**config.mk**
```make
export PLATFORM = sky130hd
export DESIGN_NAME = axi_lite_mem_bridge
export DESIGN_NICKNAME = d
export VERILOG_FILES = /design/src/rtl/ariane_axi.sv /design/src/rtl/axi_lite_mem_bridge_pkg.sv /design/src/rtl/axi_lite_mem_bridge_arb.sv /design/src/rtl/axi_lite_mem_bridge.sv
export SDC_FILE = /design/constraint.sdc
export NUM_CORES = 1
export LEC_CHECK = 0
export BUFFER_PORTS_ARGS = -buffer_cell sky130_fd_sc_hd__clkbuf_2
export CORE_AREA = 2 2 207 209
export DETAILED_ROUTE_END_ITERATION = 16
export DIE_AREA = 0 0 209 211
export GPL_TIMING_DRIVEN = 1
export SETUP_SLACK_MARGIN = 0.2
export SKIP_LAST_GASP = 1
export SLEW_MARGIN = 20
export SYNTH_ARGS = -nofsm -noshare
export SYNTH_HDL_FRONTEND = slang
export SYNTH_SLANG_ARGS = --single-unit
```
**constraint.sdc**
```tcl
create_clock -name clk_i -period 2.3 [get_ports clk_i]
set_clock_uncertainty 0.2 [all_clocks]
set_input_delay 0.23 -clock clk_i [delete_from_list [all_inputs] [get_ports clk_i]]
set_output_delay 0.23 -clock clk_i [all_outputs]
set_load 0.1 [all_outputs]
```
**src/rtl/ariane_axi.sv**
```systemverilog
// Minimal AXI request/response structs used as the default bridge types.
// Only the fields an AXI4-Lite slave consumes or drives are modelled.
package ariane_axi;
  localparam int unsigned AddrWidth = 64;
  localparam int unsigned DataWidth = 64;
  localparam int unsigned IdWidth   = 10;
  localparam int unsigned StrbWidth = DataWidth / 8;

  typedef struct packed {
    logic [IdWidth-1:0]   id;
    logic [AddrWidth-1:0] addr;
    logic [7:0]           len;
  } ax_chan_t;

  typedef struct packed {
    logic [DataWidth-1:0] data;
    logic [StrbWidth-1:0] strb;
  } w_chan_t;

  typedef struct packed {
    logic [IdWidth-1:0] id;
    logic [1:0]         resp;
  } b_chan_t;

  typedef struct packed {
    logic [IdWidth-1:0]   id;
    logic [DataWidth-1:0] data;
    logic [1:0]           resp;
    logic                 last;
  } r_chan_t;

  typedef struct packed {
    ax_chan_t aw;
    logic     aw_valid;
    w_chan_t  w;
    logic     w_valid;
    logic     b_ready;
    ax_chan_t ar;
    logic     ar_valid;
    logic     r_ready;
  } req_t;

  typedef struct packed {
    logic    aw_ready;
    logic    ar_ready;
    logic    w_ready;
    logic    b_valid;
    b_chan_t b;
    logic    r_valid;
    r_chan_t r;
  } resp_t;
endpackage

```
**src/rtl/axi_lite_mem_bridge_pkg.sv**
```systemverilog
// Shared FSM encodings, response codes and latency limits for the
// AXI4-Lite to memory-port bridge.
package axi_lite_mem_bridge_pkg;
  localparam int unsigned MAX_RD_LATENCY = 4;
  localparam int unsigned LAT_CNT_W      = $clog2(MAX_RD_LATENCY + 1);

  localparam logic [1:0] RESP_OKAY   = 2'b00;
  localparam logic [1:0] RESP_SLVERR = 2'b10;

  typedef enum logic [1:0] {W_IDLE, W_ISSUE, W_RESP} w_state_e;
  typedef enum logic [1:0] {R_IDLE, R_ISSUE, R_WAIT, R_RESP} r_state_e;
endpackage

```
**src/rtl/axi_lite_mem_bridge_arb.sv**
```systemverilog
// Two-requester round-robin arbiter; write wins the first contention after
// reset and priority flips only when both requesters collide.
module axi_lite_mem_bridge_arb (
  input  logic clk_i,
  input  logic rst_i,
  input  logic req_w_i,
  input  logic req_r_i,
  output logic gnt_w_o,
  output logic gnt_r_o
);
  logic rd_prio_q, rd_prio_d;

  always_comb begin
    gnt_w_o   = req_w_i && !(req_r_i && rd_prio_q);
    gnt_r_o   = req_r_i && !(req_w_i && !rd_prio_q);
    rd_prio_d = rd_prio_q;
    if (req_w_i && req_r_i) rd_prio_d = !rd_prio_q;
  end

  always_ff @(posedge clk_i) begin
    if (rst_i) rd_prio_q <= 1'b0;
    else       rd_prio_q <= rd_prio_d;
  end
endmodule

```
**src/rtl/axi_lite_mem_bridge.sv**
```systemverilog
// AXI4-Lite slave bridged onto a single memory-like port with independent
// read/write FSMs. Define AXI_LITE_MEM_BRIDGE_RANGE_CHECK_EN to SLVERR accesses
// outside [ADDR_BASE, ADDR_BASE+ADDR_SIZE) without touching memory.
module axi_lite_mem_bridge
  import axi_lite_mem_bridge_pkg::*;
#(
  parameter int unsigned               AXI_ADDR_WIDTH = 64,
  parameter int unsigned               AXI_DATA_WIDTH = 64,
  parameter int unsigned               AXI_ID_WIDTH   = 10,
  parameter int unsigned               RD_LATENCY     = 1,
  parameter logic [AXI_ADDR_WIDTH-1:0] ADDR_BASE      = '0,
  parameter logic [AXI_ADDR_WIDTH-1:0] ADDR_SIZE      = 'h1000,
  parameter type                       axi_req_t      = ariane_axi::req_t,
  parameter type                       axi_resp_t     = ariane_axi::resp_t
) (
  input  logic                        clk_i,
  input  logic                        rst_i,
  input  axi_req_t                    axi_req_i,
  output axi_resp_t                   axi_resp_o,
  output logic [AXI_ADDR_WIDTH-1:0]   address_o,
  output logic                        en_o,
  output logic                        we_o,
  output logic [AXI_DATA_WIDTH/8-1:0] be_o,
  output logic [AXI_DATA_WIDTH-1:0]   data_o,
  input  logic [AXI_DATA_WIDTH-1:0]   data_i
);
  localparam logic [LAT_CNT_W-1:0] RD_LAT_CNT = LAT_CNT_W'(RD_LATENCY);

  w_state_e w_state_q, w_state_d;
  r_state_e r_state_q, r_state_d;
  logic aw_got_q, aw_got_d, w_got_q, w_got_d;
  logic [AXI_ADDR_WIDTH-1:0]   aw_addr_q, aw_addr_d, ar_addr_q, ar_addr_d;
  logic [AXI_ID_WIDTH-1:0]     aw_id_q, aw_id_d, ar_id_q, ar_id_d;
  logic [AXI_DATA_WIDTH-1:0]   w_data_q, w_data_d, rdata_q, rdata_d;
  logic [AXI_DATA_WIDTH/8-1:0] w_strb_q, w_strb_d;
  logic [LAT_CNT_W-1:0]        rd_cnt_q, rd_cnt_d;

  logic run, aw_rdy, w_rdy, ar_rdy, aw_hs, w_hs, ar_hs;
  logic w_err, r_err, req_w, req_r, gnt_w, gnt_r;

  // Handshakes and grants are masked while reset is held so nothing leaks out.
  assign run    = !rst_i;
  assign aw_rdy = run && (w_state_q == W_IDLE) && !aw_got_q;
  assign w_rdy  = run && (w_state_q == W_IDLE) && !w_got_q;
  assign ar_rdy = run && (r_state_q == R_IDLE);
  assign aw_hs  = aw_rdy && axi_req_i.aw_valid;
  assign w_hs   = w_rdy && axi_req_i.w_valid;
  assign ar_hs  = ar_rdy && axi_req_i.ar_valid;

`ifdef AXI_LITE_MEM_BRIDGE_RANGE_CHECK_EN
  function automatic logic out_of_window(input logic [AXI_ADDR_WIDTH-1:0] a);
    return (a < ADDR_BASE) || ((a - ADDR_BASE) >= ADDR_SIZE);
  endfunction
  assign w_err = out_of_window(aw_addr_q);
  assign r_err = out_of_window(ar_addr_q);
`else
  assign w_err = 1'b0;
  assign r_err = 1'b0;
`endif

  assign req_w = run && (w_state_q == W_ISSUE) && !w_err;
  assign req_r = run && (r_state_q == R_ISSUE) && !r_err;

  axi_lite_mem_bridge_arb u_arb (
    .clk_i  (clk_i),
    .rst_i  (rst_i),
    .req_w_i(req_w),
    .req_r_i(req_r),
    .gnt_w_o(gnt_w),
    .gnt_r_o(gnt_r)
  );

  always_ff @(posedge clk_i) begin
    if (rst_i) begin
      w_state_q <= W_IDLE;
      r_state_q <= R_IDLE;
      aw_got_q  <= 1'b0;
      w_got_q   <= 1'b0;
      aw_addr_q <= '0;
      aw_id_q   <= '0;
      w_data_q  <= '0;
      w_strb_q  <= '0;
      ar_addr_q <= '0;
      ar_id_q   <= '0;
      rd_cnt_q  <= '0;
      rdata_q   <= '0;
    end else begin
      w_state_q <= w_state_d;
      r_state_q <= r_state_d;
      aw_got_q  <= aw_got_d;
      w_got_q   <= w_got_d;
      aw_addr_q <= aw_addr_d;
      aw_id_q   <= aw_id_d;
      w_data_q  <= w_data_d;
      w_strb_q  <= w_strb_d;
      ar_addr_q <= ar_addr_d;
      ar_id_q   <= ar_id_d;
      rd_cnt_q  <= rd_cnt_d;
      rdata_q   <= rdata_d;
    end
  end

  always_comb begin
    w_state_d = w_state_q;
    unique case (w_state_q)
      W_IDLE:  if ((aw_got_q || aw_hs) && (w_got_q || w_hs)) w_state_d = W_ISSUE;
      W_ISSUE: if (w_err || gnt_w) w_state_d = W_RESP;
      W_RESP:  if (axi_req_i.b_ready) w_state_d = W_IDLE;
      default: w_state_d = W_IDLE;
    endcase

    r_state_d = r_state_q;
    unique case (r_state_q)
      R_IDLE:  if (ar_hs) r_state_d = R_ISSUE;
      R_ISSUE: if (r_err) r_state_d = R_RESP;
               else if (gnt_r) r_state_d = R_WAIT;
      R_WAIT:  if (rd_cnt_q == RD_LAT_CNT) r_state_d = R_RESP;
      R_RESP:  if (axi_req_i.r_ready) r_state_d = R_IDLE;
      default: r_state_d = R_IDLE;
    endcase
  end

  always_comb begin
    aw_got_d  = aw_got_q;
    w_got_d   = w_got_q;
    aw_addr_d = aw_addr_q;
    aw_id_d   = aw_id_q;
    w_data_d  = w_data_q;
    w_strb_d  = w_strb_q;
    ar_addr_d = ar_addr_q;
    ar_id_d   = ar_id_q;
    rd_cnt_d  = rd_cnt_q;
    rdata_d   = rdata_q;
    if (aw_hs) begin
      aw_got_d  = 1'b1;
      aw_addr_d = axi_req_i.aw.addr;
      aw_id_d   = axi_req_i.aw.id;
    end
    if (w_hs) begin
      w_got_d  = 1'b1;
      w_data_d = axi_req_i.w.data;
      w_strb_d = axi_req_i.w.strb;
    end
    if ((w_state_q == W_RESP) && axi_req_i.b_ready) begin
      aw_got_d = 1'b0;
      w_got_d  = 1'b0;
    end
    if (ar_hs) begin
      ar_addr_d = axi_req_i.ar.addr;
      ar_id_d   = axi_req_i.ar.id;
    end
    // Counter reads 1 in the first wait cycle, so equality marks data_i valid.
    if (gnt_r) rd_cnt_d = LAT_CNT_W'(1);
    else if (r_state_q == R_WAIT) rd_cnt_d = rd_cnt_q + 1'b1;
    if ((r_state_q == R_WAIT) && (rd_cnt_q == RD_LAT_CNT)) rdata_d = data_i;
    if ((r_state_q == R_ISSUE) && r_err) rdata_d = '0;
  end

  always_comb begin
    axi_resp_o          = '0;
    axi_resp_o.aw_ready = aw_rdy;
    axi_resp_o.w_ready  = w_rdy;
    axi_resp_o.ar_ready = ar_rdy;
    axi_resp_o.b_valid  = run && (w_state_q == W_RESP);
    axi_resp_o.b.id     = aw_id_q;
    axi_resp_o.b.resp   = w_err ? RESP_SLVERR : RESP_OKAY;
    axi_resp_o.r_valid  = run && (r_state_q == R_RESP);
    axi_resp_o.r.id     = ar_id_q;
    axi_resp_o.r.data   = rdata_q;
    axi_resp_o.r.resp   = r_err ? RESP_SLVERR : RESP_OKAY;
    axi_resp_o.r.last   = 1'b1;

    en_o      = gnt_w || gnt_r;
    we_o      = gnt_w;
    address_o = '0;
    be_o      = '0;
    data_o    = '0;
    if (gnt_w) begin
      address_o = aw_addr_q;
      be_o      = w_strb_q;
      data_o    = w_data_q;
    end else if (gnt_r) begin
      address_o = ar_addr_q;
    end
  end

`ifndef SYNTHESIS
  a_ar_len: assert property (@(posedge clk_i) disable iff (rst_i)
    axi_req_i.ar_valid |-> axi_req_i.ar.len == '0);
  a_aw_len: assert property (@(posedge clk_i) disable iff (rst_i)
    axi_req_i.aw_valid |-> axi_req_i.aw.len == '0);
  a_rd_lat: assert property (@(posedge clk_i)
    (RD_LATENCY >= 1) && (RD_LATENCY <= MAX_RD_LATENCY));
  a_window: assert property (@(posedge clk_i) ADDR_BASE + ADDR_SIZE > ADDR_BASE);
`endif
endmodule

```
==> results.toml <==
[floorplanning]
die_h_um = 211
initial_core_util_pct = 27.4
dieArea_sq_um = 44100
ios = 539
die_width_um = 209
rows = 75
core_region_area_sq_um = 41800

[finish]
fillerInstances = 3528
syn_to_final_growth_pct = 93.9
seq_area_sq_um = 5890
mostFrequentLayoutCell = "nand2_1"
layout-drive-gt1-share_pct = 35.1
final_design_area_no_fill_sq_um = 22200
layout_common_cells = "nand2_1, clkbuf_2, dfxtp_1"
multi_input_area_sq_um = 5720
nets = 2582
fin_util_pct = 53.1

[drt]
drt-initial-drc-count = 702
wl_um = 47700
ant_nets = 0
drc = 0
dr.pass1.iters = 5
vias_per_cell = 4.66
vias = 13200
wl_per_cell_um = 16.8

[grt]
antenna_found_initial = 1
overflow = 0
grt_max_degree = 96
grt_pass1_wl_um = 72000
grt_pass1_vias = 13500
grt_usage_pct = 20.5

[critical_path]
rrSetupSlack_ns = 0.33
endpoint = "address_o[37]"
cp.required_ns = 1.87
crit_fanout = 12
worstSetupStartpoint = "r_state_q[1]"
critical_path_class = "reg -> out"
arrival_ns = 2.18
cp-start-kind = "register"
endpoint_kind = "output port"
reg2regPathDepth = 8
r2r-start = "r_state_q[1]"
reg2reg_to = "rdata_q[18]"

[clocking]
root_buffer = "clkbuf_16"
cts_buffer_depth = 3
htree_levels = 2
clock_latency_ns = 0.54
cts.sinks = 294
numCtsBuffers = 35
cts_tree = "built"
clk_pin_slew_worst_paths_ns = 0.06

[synthesis]
ys_ff_latch = 294
yosysTopAreaCell = "dfxtp_1"
ys_top_cells_by_area = "dfxtp_1, nand2_1, a21oi_1, a22o_1, and2_1"
syn_inst = 1476
synthDistinctLibCells = 32
ys_seq_area_share_pct = 51.4
yosys.area.top_type_share_pct = 51.4
yosysWarnings = 0
syn_area_per_cell_sq_um = 7.75
synthesis.area_sq_um = 11400

[placed_design]
place.gp.congestion = 0.792
dpl-instance-area_sq_um = 17300
io_buffers = 517
dp_hpwl_um = 28800

[timing]
finalHoldWorstSlack_ns = 0.00578
worst_slack_ns = -0.310
max_freq_mhz = 383
finalCritPeriodShare_pct = 113
rsz0062_at_grt = "true"
max_slew.worst_pin.slew_ns = 1.05
final.min_clock_period_ns = 2.61
slew_violations = 0
relSlewSlack_pct = 29.9
finalHoldViolations = 0
setup_viol = 137

[power]
p_per_area_nw_per_um2 = 770
vdd_drop_max_uv = 611
leakage_nw = 9.40

[flow_run]
cap_violations = 0

[run_status]
outcome = "finished with violations"
violations = "negative setup slack"

[hold_path]
hp-class = "in -> reg"
==> where the power goes <==
| part | total [mW] | switching, mW | internal [mW] | leakage, nW |
|---|---|---|---|---|
| logic | 5.34 | 3.37 | 1.97 | 6.42 |
| clock network | 5.69 | 2.29 | 3.40 | 0.584 |
| registers | 6.06 | 0.389 | 5.67 | 2.40 |
==> layer usage <==
metal / GRT usage, % / wire length, um / vias up
met3: 5.52 / 3540 / 120
met5: 0 / 0 / -
li1: - / - / 6408
met1: 22.7 / 18300 / 6143
met2: 37.1 / 24100 / 531
met4: 8.15 / 1700 / 0
==> cell type report <==
cell class              count  share of cell area [%]
repair buffers            876                    39.2
flip-flops and latches    294                    26.5
multi-input cells        1053                    25.8
clock buffers              45                    4.43
well taps                 539                    3.04
clock inverters            18                   0.897
inverters                   8                   0.135
diodes                      1                  0.0113
==> stage by stage <==
| step | worst slack [ns] | total power [mW] | cells | TNS (ns) |
|---|---|---|---|---|
| 2_1_floorplan | 0.0214 | 9.11 | 1479 | 0 |
| 3_3_place_gp | 0.133 | 10.5 | 2452 | 0 |
| 3_5_place_dp | 0.0992 | 10.6 | 2452 | 0 |
| 4_1_cts | -0.344 | 17.0 | 2826 | -40.70 |
| 5_1_grt | -0.396 | 17.8 | 2834 | -47.92 |
| 6_report | -0.310 | 17.1 | 2834 | -36.49 |
==> critical path, cell delays in order (launching register included) <==
cell and delay [ns]:
dfxtp_2 0.33, inv_2 0.05, ha_4 0.17, a211oi_4 0.22, buf_6 0.19, buf_12 0.16, buf_12 0.14, a22o_2 0.18
buf_12 0.17
==> cells by family after synthesis <==
family          after synthesis  synth area share [%]
compound gates              365                  18.3
xor+xnor                      2                 0.153
fa+ha+maj                     7                 0.765
buf+inv                     132                  5.10
flops                       294                  51.4
mux                           1                0.0875
other cells                   2                0.0656
simple gates                673                  24.1
==> cell usage after synthesis (all sizes together) <==
library cell and number:
a2111o 1, a2111oi 2, and2 75, o22ai 1
a221oi 1, nor4 2, xor2 2, ha 7
clkinv 1, nor3 3, dfxtp 294, a21o 2
inv 7, nor2 5, or2 3, nand2 578
nand2b 2, a21oi 219, mux2i 1, clkbuf 83
nand3b 1, o21ai 74, conb 2, and3 1
a22o 64, buf 41, a211oi 1, nor2b 3
==> worst min-delay path by stage <==
stage | from | endpoint | slack, ns | depth (start not counted)
final | axi_req_i[0] | r_state_q[0] | 0.006 | 4
after global placement | axi_req_i[83] | ar_id_q[9] | 0.22 | 3
after detailed placement | axi_req_i[58] | ar_addr_q[48] | 0.23 | 3
after CTS | axi_req_i[0] | r_state_q[0] | 0.008 | 4
after global routing | axi_req_i[0] | r_state_q[1] | 0.07 | 4
after floorplan | axi_req_i[10] | ar_addr_q[0] | 0.14 | 2
==> registers in the layout, summed over array words and instances (netlist names), 3 cells and up <==
register   count
ar_addr_q     64
aw_addr_q     64
rdata_q       64
w_data_q      64
ar_id_q       10
aw_id_q       10
w_strb_q       8
rd_cnt_q       3
==> what timing repair did <==
action / CTS / global route
setup endpoints to repair: 142 / 144
gates cloned: 8 / 6
pin swaps: 7 / 44
hold buffers: 290 / 0
resized for setup: 29 / 44
hold endpoints to repair: 291 / 0
setup buffers: 13 / 1
Note: power is estimated with default switching activity, not from simulation.
